**src/rtl/pkt_pkg.sv**
```systemverilog
// Shared constants, header layout and header packing helper for the custom IP packet packer.
package pkt_pkg;

    localparam int HEADER_BITS      = 64;
    localparam int MSG_WORD_BITS    = 32;
    localparam int BS_ID_BITS       = 8;
    localparam int FPGA_ID_BITS     = 8;
    localparam int PCKG_ID_BITS     = 16;
    localparam int TX_UID_BITS      = 8;
    localparam int RX_UID_BITS      = 8;
    localparam int VALID_BYTES_BITS = 16;

    // Field order here is the on-wire order, MSB first.
    typedef struct packed {
        logic [BS_ID_BITS-1:0]       bs_id;
        logic [FPGA_ID_BITS-1:0]     fpga_id;
        logic [PCKG_ID_BITS-1:0]     pckg_id;
        logic [TX_UID_BITS-1:0]      tx_uid;
        logic [RX_UID_BITS-1:0]      rx_uid;
        logic [VALID_BYTES_BITS-1:0] valid_bytes;
    } pkt_header_t;

    function automatic logic [HEADER_BITS-1:0] pack_header(
        input logic [BS_ID_BITS-1:0]       bs_id,
        input logic [FPGA_ID_BITS-1:0]     fpga_id,
        input logic [PCKG_ID_BITS-1:0]     pckg_id,
        input logic [TX_UID_BITS-1:0]      tx_uid,
        input logic [RX_UID_BITS-1:0]      rx_uid,
        input logic [VALID_BYTES_BITS-1:0] valid_bytes
    );
        pkt_header_t hdr;
        hdr.bs_id       = bs_id;
        hdr.fpga_id     = fpga_id;
        hdr.pckg_id     = pckg_id;
        hdr.tx_uid      = tx_uid;
        hdr.rx_uid      = rx_uid;
        hdr.valid_bytes = valid_bytes;
        return hdr;
    endfunction

endpackage

```
**src/rtl/pkt_skid_buffer.sv**
```systemverilog
// Two-entry register FIFO with a registered not-full flag; the head entry reads as zero when empty.
module pkt_skid_buffer #(
    parameter int WIDTH = 256
) (
    input  logic             clk,
    input  logic             rst,
    input  logic             push,
    input  logic [WIDTH-1:0] push_data,
    input  logic             pop,
    output logic [WIDTH-1:0] head_data,
    output logic [1:0]       occupancy,
    output logic             not_full
);

    logic [WIDTH-1:0] head_reg, head_next;
    logic [WIDTH-1:0] tail_reg, tail_next;
    logic [1:0]       occ_reg, occ_next;
    logic             not_full_reg, not_full_next;
    logic             push_ok, pop_ok;

    // Guard against pops when empty and pushes when full so the state can never corrupt.
    assign pop_ok  = pop && (occ_reg != 2'd0);
    assign push_ok = push && ((occ_reg != 2'd2) || pop_ok);

    always_comb begin
        head_next = head_reg;
        tail_next = tail_reg;
        occ_next  = occ_reg;
        case (occ_reg)
            2'd0: begin
                if (push_ok) begin
                    head_next = push_data;
                    occ_next  = 2'd1;
                end
            end
            2'd1: begin
                if (push_ok && pop_ok) begin
                    head_next = push_data;
                end else if (push_ok) begin
                    tail_next = push_data;
                    occ_next  = 2'd2;
                end else if (pop_ok) begin
                    head_next = '0;
                    occ_next  = 2'd0;
                end
            end
            default: begin
                if (pop_ok) begin
                    head_next = tail_reg;
                    tail_next = push_ok ? push_data : '0;
                    occ_next  = push_ok ? 2'd2 : 2'd1;
                end
            end
        endcase
        not_full_next = (occ_next != 2'd2);
    end

    always_ff @(posedge clk or posedge rst) begin
        if (rst) begin
            head_reg     <= '0;
            tail_reg     <= '0;
            occ_reg      <= 2'd0;
            not_full_reg <= 1'b0;
        end else begin
            head_reg     <= head_next;
            tail_reg     <= tail_next;
            occ_reg      <= occ_next;
            not_full_reg <= not_full_next;
        end
    end

    assign head_data = head_reg;
    assign occupancy = occ_reg;
    assign not_full  = not_full_reg;

endmodule

```
**src/rtl/custom_ip_packet_packer.sv**
```systemverilog
// Packs HLS header fields and message words into one FIFO word, buffering up to two packets
// against FIFO backpressure; also counts written packets and flags writes made while full.
module custom_ip_packet_packer
    import pkt_pkg::*;
#(
    parameter int PACKET_SIZE_BITS = 256,
    parameter int NUM_MSG_WORDS    = 6,
    parameter int COUNT_WIDTH      = 32
) (
    input  logic                                   clk,
    input  logic                                   rst,
    input  logic [BS_ID_BITS-1:0]                  ip_bs_id,
    input  logic [FPGA_ID_BITS-1:0]                ip_fpga_id,
    input  logic [PCKG_ID_BITS-1:0]                ip_pckg_id,
    input  logic [TX_UID_BITS-1:0]                 ip_tx_uid,
    input  logic [RX_UID_BITS-1:0]                 ip_rx_uid,
    input  logic [VALID_BYTES_BITS-1:0]            ip_valid_bytes,
    input  logic [MSG_WORD_BITS*NUM_MSG_WORDS-1:0] ip_msg,
    input  logic                                   ip_write,
    output logic                                   ip_full_n,
    input  logic                                   fifo_full,
    output logic                                   wr_en,
    output logic [PACKET_SIZE_BITS-1:0]            din,
    output logic [COUNT_WIDTH-1:0]                 pkt_count,
    output logic                                   overflow_err
);

    localparam int MSG_BITS = MSG_WORD_BITS * NUM_MSG_WORDS;
    localparam int PAD_BITS = PACKET_SIZE_BITS - HEADER_BITS - MSG_BITS;

    if (PAD_BITS < 0) begin : g_size_check
        $error("PACKET_SIZE_BITS too small for header plus NUM_MSG_WORDS message words");
    end

    logic [PACKET_SIZE_BITS-1:0] packet;
    logic [1:0]                  occupancy;
    logic                        push;
    logic                        pop;
    logic                        not_full;

    assign packet[PACKET_SIZE_BITS-1 -: HEADER_BITS] =
        pack_header(ip_bs_id, ip_fpga_id, ip_pckg_id, ip_tx_uid, ip_rx_uid, ip_valid_bytes);

    // msg[0] sits directly under the header; later words follow toward the LSB.
    for (genvar gi = 0; gi < NUM_MSG_WORDS; gi++) begin : g_msg
        assign packet[PACKET_SIZE_BITS-HEADER_BITS-MSG_WORD_BITS*gi-1 -: MSG_WORD_BITS] =
            ip_msg[MSG_WORD_BITS*gi +: MSG_WORD_BITS];
    end

    if (PAD_BITS > 0) begin : g_pad
        assign packet[PAD_BITS-1:0] = '0;
    end

    assign push  = ip_write & ip_full_n;
    assign wr_en = (occupancy != 2'd0) & ~fifo_full;
    assign pop   = wr_en;

    pkt_skid_buffer #(
        .WIDTH(PACKET_SIZE_BITS)
    ) u_buffer (
        .clk       (clk),
        .rst       (rst),
        .push      (push),
        .push_data (packet),
        .pop       (pop),
        .head_data (din),
        .occupancy (occupancy),
        .not_full  (not_full)
    );

    assign ip_full_n = not_full;

    always_ff @(posedge clk or posedge rst) begin
        if (rst) begin
            pkt_count    <= '0;
            overflow_err <= 1'b0;
        end else begin
            if (pop) begin
                pkt_count <= pkt_count + 1'b1;
            end
            if (ip_write && !ip_full_n) begin
                overflow_err <= 1'b1;
            end
        end
    end

endmodule

```
**config.mk**
```make
export PLATFORM = sky130hd
export DESIGN_NAME = custom_ip_packet_packer
export DESIGN_NICKNAME = d
export VERILOG_FILES = /design/src/rtl/pkt_pkg.sv /design/src/rtl/pkt_skid_buffer.sv /design/src/rtl/custom_ip_packet_packer.sv
export SDC_FILE = /design/constraint.sdc
export NUM_CORES = 1
export LEC_CHECK = 0
export CORE_MARGIN = 5
export CORE_UTILIZATION = 35
export CTS_BUF_LIST = sky130_fd_sc_hd__clkbuf_8
export DETAILED_ROUTE_END_ITERATION = 8
export PLACE_DENSITY = 0.64
export SETUP_SLACK_MARGIN = 0.1
export SLEW_MARGIN = 20
export SYNTH_ARGS = -nofsm -noshare
export SYNTH_HDL_FRONTEND = slang
export SYNTH_SLANG_ARGS = --single-unit
```
**constraint.sdc**
```tcl
create_clock -name clk -period 27.4 [get_ports clk]
set_input_delay 5.48 -clock clk [delete_from_list [all_inputs] [get_ports clk]]
set_output_delay 5.48 -clock clk [all_outputs]
set_load 0.05 [all_outputs]
```
==> results.ini, run 1 <==
[floorplanning]
ios = 551
core-area_um2 = 61400
rows = 91
fp.dieH_um = 258
die_area_um2 = 66700
die_w_um = 258
initial_core_util = 0.351

[sta]
slew_viol_final = 0
period_minus_slack_ns = 12.87
rsz0062_at_grt = false
finalSetupViolations = 0
worst_slack_ns = 14.53
period_share = 0.470
setup_tns_ns = 0
holdWs_ns = 0.474
final-hold-violation-count = 0
fin_worst_skew_ns = 0.0448
clock.fmax_mhz = 77.7
worstMarginPinSlew_ns = 1.23
slew_headroom = 0.182

[route]
num_vias = 17300
drt_iter0_markers = 1424
wl_per_cell_um = 21.0
dr.pass1.iters = 5
vias_per_cell = 5.39
drc = 0
routed_wl_um = 67600
ant_nets = 0

[worst_setup_path]
critPathLaunchType = input pin
worstPathRequired_ns = 21.92
worstSetupEndpointType = output pin
critPathLaunch = fifo_full
crit_path_max_fanout = 7
worstPathArrival_ns = 7.39
crit_type = input pin to output pin
r2r_cells = 6
reg2reg_setup_slack_ns = 23.47
r2r-start = u_buffer.occupancy[1]$_DFF_PP0_

[pwr]
power.density_nw_per_um2 = 148
p_leak_nw = 12.8
worst_ir_drop_vdd_v = 0.0000745

[clocking]
ctsResizeCount = 0
htreeDepth = 3
cts_tree = yes
cts_buffer_depth = 3
post-cts-setup-buffers = 0
clock_latency_ns = 0.68
cts_buffers = 95
clkSinkCount = 548
clkTransAtPathRegs_ns = 0.05
cts.hold.buffers_added = 0
cts-root-buf = clkbuf_8

[status]
status = finished clean

[synth]
synth_commonest_cells = 548 x dfrtp_1, 270 x nor2_1, 256 x a21oi_1, 256 x a22o_1, 256 x a22oi_1
synth_cell_type_count = 33
ys_top_cells_by_area = dfrtp_1 64%, a22o_1 10%, a22oi_1 8.9%, a21oi_1 5.9%, nor2_1 4.7%
yosysMostFrequentCell = dfrtp_1
mappedNetlistNets = 2118
synthFlopType = dfrtp_1
synth_area_leader_cell = dfrtp_1
syn_area_um2 = 21600
ys_warn_count = 0
yosysSeqAreaShare = 0.636
netlist.area_leader.share = 0.636
synth_edf_count = 0
synthCells = 1857
syn_area_per_cell_um2 = 11.6
synth-async-reset-ratio = 1.00
ys_ff_latch = 548

[placed_design]
place_ws_ns = 14.55
dpl_cell_area_um2 = 27600
port_buffers = 550
gp_congestion = 0.797
dp_hpwl_um = 41600

[min_path]
worstHoldStart = overflow_err$_DFFE_PP0P_
min_path_cells = 1
hold_class = flop to flop

[global_route]
grt_usage = 0.195
first_global_vias = 18000
grt_pass1_wl_um = 106000
grt_max_degree = 237
grt_overflow = 0
antenna_found_initial = 12

[cells_and_area]
fillers = 5494
drive_gt1_frac = 0.0678
fin_area_um2 = 29600
syn2layout_area_growth_pct = 37.2
final_nets = 2614

[job]
max_cap_viol_count = 0

[through the flow]
stage          instances  utilization  power [mW]
2_1_floorplan       1857            -        2.88
4_1_cts             3208        0.481        4.42
6_report            3217        0.482        4.38
3_5_place_dp        3045        0.450        3.63
5_1_grt             3214        0.482        4.62
3_3_place_gp        3045        0.450        3.58
[critical path, stage by stage]
cell,delay [ns]
clkdlybuf4s50_1,0.56
o21bai_4,0.29
inv_1,0.22
clkdlybuf4s50_1,0.85
[layer usage]
metal,share of wire,GRT usage
met5,0.00083,0
met3,0.085,0.0687
met2,0.48,0.310
met1,0.40,0.247
met4,0.031,0.0734
[cells in the final DEF (no fill, tap or decap), types with 2 or more instances in the layout]
| master | n |
|---|---|
| clkdlybuf4s50_1 | 550 |
| dfrtp_1 | 547 |
| nor2_1 | 268 |
| a22oi_1 | 256 |
| a21oi_1 | 256 |
| a22o_1 | 256 |
| clkbuf_8 | 115 |
| inv_1 | 35 |
| xnor2_1 | 20 |
| nand2_1 | 14 |
| nand3_1 | 13 |
| xor2_1 | 12 |
| buf_4 | 12 |
| clkinv_2 | 9 |
| diode_2 | 8 |
| and3_1 | 7 |
| nand4_1 | 5 |
| inv_8 | 5 |
| and4_1 | 4 |
| bufinv_16 | 4 |
| buf_12 | 4 |
| nor2_4 | 2 |
| or2_2 | 2 |
| nor3_1 | 2 |
| buf_6 | 2 |
[layout make-up]
cell class / instances / area, um2 / area share
timing repair buffer: 569 / 5730 / 0.194
clock inverter: 48 / 330 / 0.0112
tap: 790 / 988 / 0.0334
multi-input combinational: 1133 / 7180 / 0.243
clock buffer: 115 / 1580 / 0.0535
inverter: 6 / 30.0 / 0.00102
sequential: 548 / 13700 / 0.464
antenna: 8 / 20.0 / 0.000677
[kinds of logic after synthesis]
family | after synthesis | synth area share
simple gates | 325 | 0.0620
buf+inv | 176 | 0.0325
compound gates | 775 | 0.256
flops | 548 | 0.636
fa+ha+maj | 1 | 0.000580
xor+xnor | 32 | 0.0130
[worst paths after layout]
path                                                       end
setup / recovery                                         wr_en
hold / removal                        overflow_err$_DFFE_PP0P_
setup reg to reg            u_buffer.head_data[84]$_DFFE_PP0P_
hold reg to reg                       overflow_err$_DFFE_PP0P_
max in group asynchronous      u_buffer.occupancy[1]$_DFF_PP0_
min in group asynchronous  u_buffer.head_data[139]$_DFFE_PP0P_
[report_power, final]
part	total [mW]	internal, mW	leakage [nW]	switching, mW
Combinational	2.18	0.749	4.91	1.43
Clock	0.756	0.417	1.10	0.339
Sequential	1.44	1.20	6.80	0.240
Note: power is estimated with default switching activity, not from simulation.
==> run 2: changes to the inputs <==
- PLACE_DENSITY: 0.64 -> 0.67
- clock period: 27.4 -> 11.27 ns (I/O delays scaled with it)
==> results.ini, run 2 (synthesis gave the netlist of run 1 again) <==
[status]
status = finished clean

[sta]
worstMarginPinSlew_ns = 1.25
setup_tns_ns = 0
worst_slack_ns = 4.87
final-hold-violation-count = 0
period_share = 0.568
clock.fmax_mhz = 156
slew_viol_final = 0
fin_worst_skew_ns = 0.0330
slew_headroom = 0.164
rsz0062_at_grt = false
finalSetupViolations = 0
period_minus_slack_ns = 6.40

[clocking]
cts.hold.buffers_added = 0
post-cts-setup-buffers = 0
cts_tree = yes
cts_buffer_depth = 3
clkTransAtPathRegs_ns = 0.06
clkSinkCount = 548
ctsResizeCount = 0
cts_buffers = 95
cts-root-buf = clkbuf_8
clock_latency_ns = 0.65
htreeDepth = 3

[worst_setup_path]
critPathLaunchType = input pin
crit_family = buffers and inverters
worstPathArrival_ns = 4.14
cp_num_buf_inv = 3
worstSetupEndpointType = output pin
cpPeakStageDelay_ns = 0.86
worstPathRequired_ns = 9.02
crit_type = input pin to output pin
crit_path_max_fanout = 7
crit_chain = clkdlybuf4s50_1, o21bai_4, inv_1, clkdlybuf4s50_1
path_common_cell = clkdlybuf4s50_1
slowest_stage = clkdlybuf4s50_1

[global_route]
grt_usage = 0.192
antenna_found_initial = 9
first_global_vias = 18100
grt_pass1_wl_um = 105000
grt_max_degree = 239
grt_overflow = 0

[cells_and_area]
final_nets = 2616
layout_common_cells = 550 x clkdlybuf4s50_1, 547 x dfrtp_1, 268 x nor2_1
layout_commonest_cell = clkdlybuf4s50_1
drive_gt1_frac = 0.0704
syn2layout_area_growth_pct = 37.5
fin_util = 0.483
fin_area_um2 = 29600

[floorplanning]
die_w_um = 258
core-area_um2 = 61400
ios = 551
fp.dieH_um = 258
die_area_um2 = 66700
rows = 91
initial_core_util = 0.351

[pwr]
p_leak_nw = 12.9
fin_total_pwr_mw = 10.7
worst_ir_drop_vdd_v = 0.000215
power.density_nw_per_um2 = 360

[route]
drt_iter0_markers = 1496
routed_wl_um = 67100
num_vias = 17500
dr.pass1.iters = 5
drc = 0
ant_nets = 0
wl_per_cell_um = 20.8
vias_per_cell = 5.41

[job]
max_cap_viol_count = 0

[placed_design]
place_ws_ns = 4.90
dp_hpwl_um = 41900
gp_congestion = 0.841
dpl_cell_area_um2 = 27600
port_buffers = 550

[min_path]
hold_class = flop to flop

[run 2: path summary, 6_finish.rpt]
check / start / endpoint / slack, ns / cells past startpoint
min in group asynchronous: rst / u_buffer.tail_reg[238]$_DFFE_PP0P_ / 2.21 / 3
setup reg to reg: u_buffer.occupancy[1]$_DFF_PP0_ / u_buffer.head_data[131]$_DFFE_PP0P_ / 7.68 / 6
hold reg to reg: overflow_err$_DFFE_PP0P_ / overflow_err$_DFFE_PP0P_ / 0.48 / 1
hold / removal: overflow_err$_DFFE_PP0P_ / overflow_err$_DFFE_PP0P_ / 0.48 / 1
max in group asynchronous: rst / u_buffer.head_data[113]$_DFFE_PP0P_ / 7.58 / 4
setup / recovery: fifo_full / wr_en / 4.87 / 4
[run 2: report_power, final]
part	internal, mW	switching, mW
Combinational	1.82	3.50
Sequential	2.92	0.565
Clock	1.03	0.834
Total	5.76	4.89
[run 2: per-layer routing]
layer | share of wire | vias up | global-route usage
met5 | 0.00016 | - | 0
met1 | 0.40 | 8812 | 0.245
met3 | 0.083 | 123 | 0.0577
met2 | 0.49 | 644 | 0.314
li1 | - | 7873 | -
met4 | 0.029 | 2 | 0.0691
[run 2: layout make-up]
class                           instances  area, um2
Clock inverter                         49        285
Inverter                                6       26.3
Sequential cell                       548      13700
Timing Repair Buffer                  571       5730
Clock buffer                          123       1690
Tap cell                              790        988
Antenna cell                            8       20.0
Fill cell                            5430      31700
Multi-Input combinational cell       1133       7180
[run 2: per-stage QoR]
stage / hold WS, ns / std cells
finish: 0.484 / 3228
floorplan: 0.473 / 1857
global placement: 0.460 / 3048
detailed placement: 0.466 / 3048
CTS: 0.490 / 3220
global route: 0.509 / 3226
==> run 3: changes to the inputs <==
- clock period: 11.27 -> 5.3 ns (I/O delays scaled with it)
==> results.ini, run 3 (synthesis gave the netlist of run 1 again) <==
[worst_setup_path]
worstPathRequired_ns = 4.24
path_depth = 4
path_common_cell = clkdlybuf4s50_1
crit_type = input pin to output pin
reg2reg_setup_slack_ns = 1.85
crit_family = buffers and inverters
worstSetupEndpointType = output pin
timing.rr.end = u_buffer.tail_reg[72]$_DFFE_PP0P_
slowest_stage = clkdlybuf4s50_1
r2r_cells = 6
worstPathArrival_ns = 2.97
cpPeakStageDelay_ns = 0.86
crit_path_max_fanout = 7
cp_num_buf_inv = 3
critPathLaunchType = input pin
crit_chain = clkdlybuf4s50_1, o21bai_4, inv_1, clkdlybuf4s50_1
r2r-start = u_buffer.occupancy[1]$_DFF_PP0_

[placed_design]
dpl_cell_area_um2 = 28000
port_buffers = 550
dp_hpwl_um = 44000
dpl.cell_count = 3068
place_ws_ns = 1.29
gp_congestion = 0.841

[clocking]
clock_latency_ns = 0.67
cts_buffer_depth = 3
cts_buffers = 93
cts-root-buf = clkbuf_8
clkTransAtPathRegs_ns = 0.06
clkSinkCount = 548
cts.hold.buffers_added = 0
htreeDepth = 3
post-cts-setup-buffers = 0
ctsResizeCount = 0
cts_tree = yes

[global_route]
first_global_vias = 18100
grt_overflow = 0
grt_usage = 0.195
grt_pass1_wl_um = 106000
antenna_found_initial = 7
grt_max_degree = 144

[pwr]
worst_ir_drop_vdd_v = 0.000388
combPwrFrac = 0.500
fin_total_pwr_mw = 22.7
power_frac_seq = 0.329
p_int_mw = 12.3
power.density_nw_per_um2 = 761
power.switching_mw = 10.4
switching_share = 0.459
p_leak_nw = 13.0
p_clk_frac = 0.171

[sta]
period_minus_slack_ns = 4.03
finalSetupViolations = 0
slew_viol_final = 0
clock.fmax_mhz = 248
holdWs_ns = 0.479
worst_slack_ns = 1.27
rsz0062_at_grt = false
fin_worst_skew_ns = 0.0404
worstMarginPinSlew_ns = 0.951
slew_headroom = 0.364
setup_tns_ns = 0
period_share = 0.761
final-hold-violation-count = 0

[cells_and_area]
layout_common_cells = 550 x clkdlybuf4s50_1, 547 x dfrtp_1, 268 x nor2_1
final_nets = 2634
fin_util = 0.487
layout_commonest_cell = clkdlybuf4s50_1
fillers = 5398
fin_area_um2 = 29900
syn2layout_area_growth_pct = 38.7
drive_gt1_frac = 0.0770
fin_cells = 3235

[route]
drt_iter0_markers = 1399
num_vias = 17600
wl_per_cell_um = 21.0
drc = 0
ant_nets = 0
routed_wl_um = 67800
vias_per_cell = 5.44
dr.pass1.iters = 6

[min_path]
min_path_cells = 1
min_to = pkt_count[31]$_DFFE_PP0P_
hold_class = flop to flop
worstHoldStart = pkt_count[31]$_DFFE_PP0P_

[job]
max_cap_viol_count = 0

[floorplanning]
fp.dieH_um = 258
rows = 91
ios = 551
die_area_um2 = 66700
die_w_um = 258
initial_core_util = 0.351
core-area_um2 = 61400

[status]
status = finished clean

run 3: worst max-delay path by stage:
stage,start,to
2_1_floorplan,rst,overflow_err$_DFFE_PP0P_
3_3_place_gp,fifo_full,wr_en
3_5_place_dp,fifo_full,wr_en
4_1_cts,fifo_full,wr_en
5_1_grt,fifo_full,wr_en
6_report,fifo_full,wr_en
run 3: power groups by stage:
stage / logic, mW / clock network [mW] / registers, mW
floorplan: 4.11 / 0 / 10.8
global placement: 11.2 / 0 / 7.41
detailed placement: 11.4 / 0 / 7.47
CTS: 11.5 / 4.00 / 7.46
global route: 12.1 / 4.19 / 7.70
finish: 11.4 / 3.88 / 7.48
run 3: final cells by class:
cell class | count | area (um2) | area share
timing repair buffer | 591 | 6050 | 0.202
sequential | 548 | 13700 | 0.459
clock inverter | 40 | 228 | 0.00762
clock buffer | 123 | 1690 | 0.0566
tap | 790 | 988 | 0.0331
antenna | 4 | 10.0 | 0.000335
multi-input combinational | 1133 | 7180 | 0.240
inverter | 6 | 26.3 | 0.000879
run 3: layer usage:
metal,GRT usage,part of all wire,vias up
li1,-,-,7896
met1,0.247,0.40,8912
met2,0.320,0.49,673
met3,0.0642,0.082,122
met4,0.0624,0.029,4
met5,0,0.00037,-
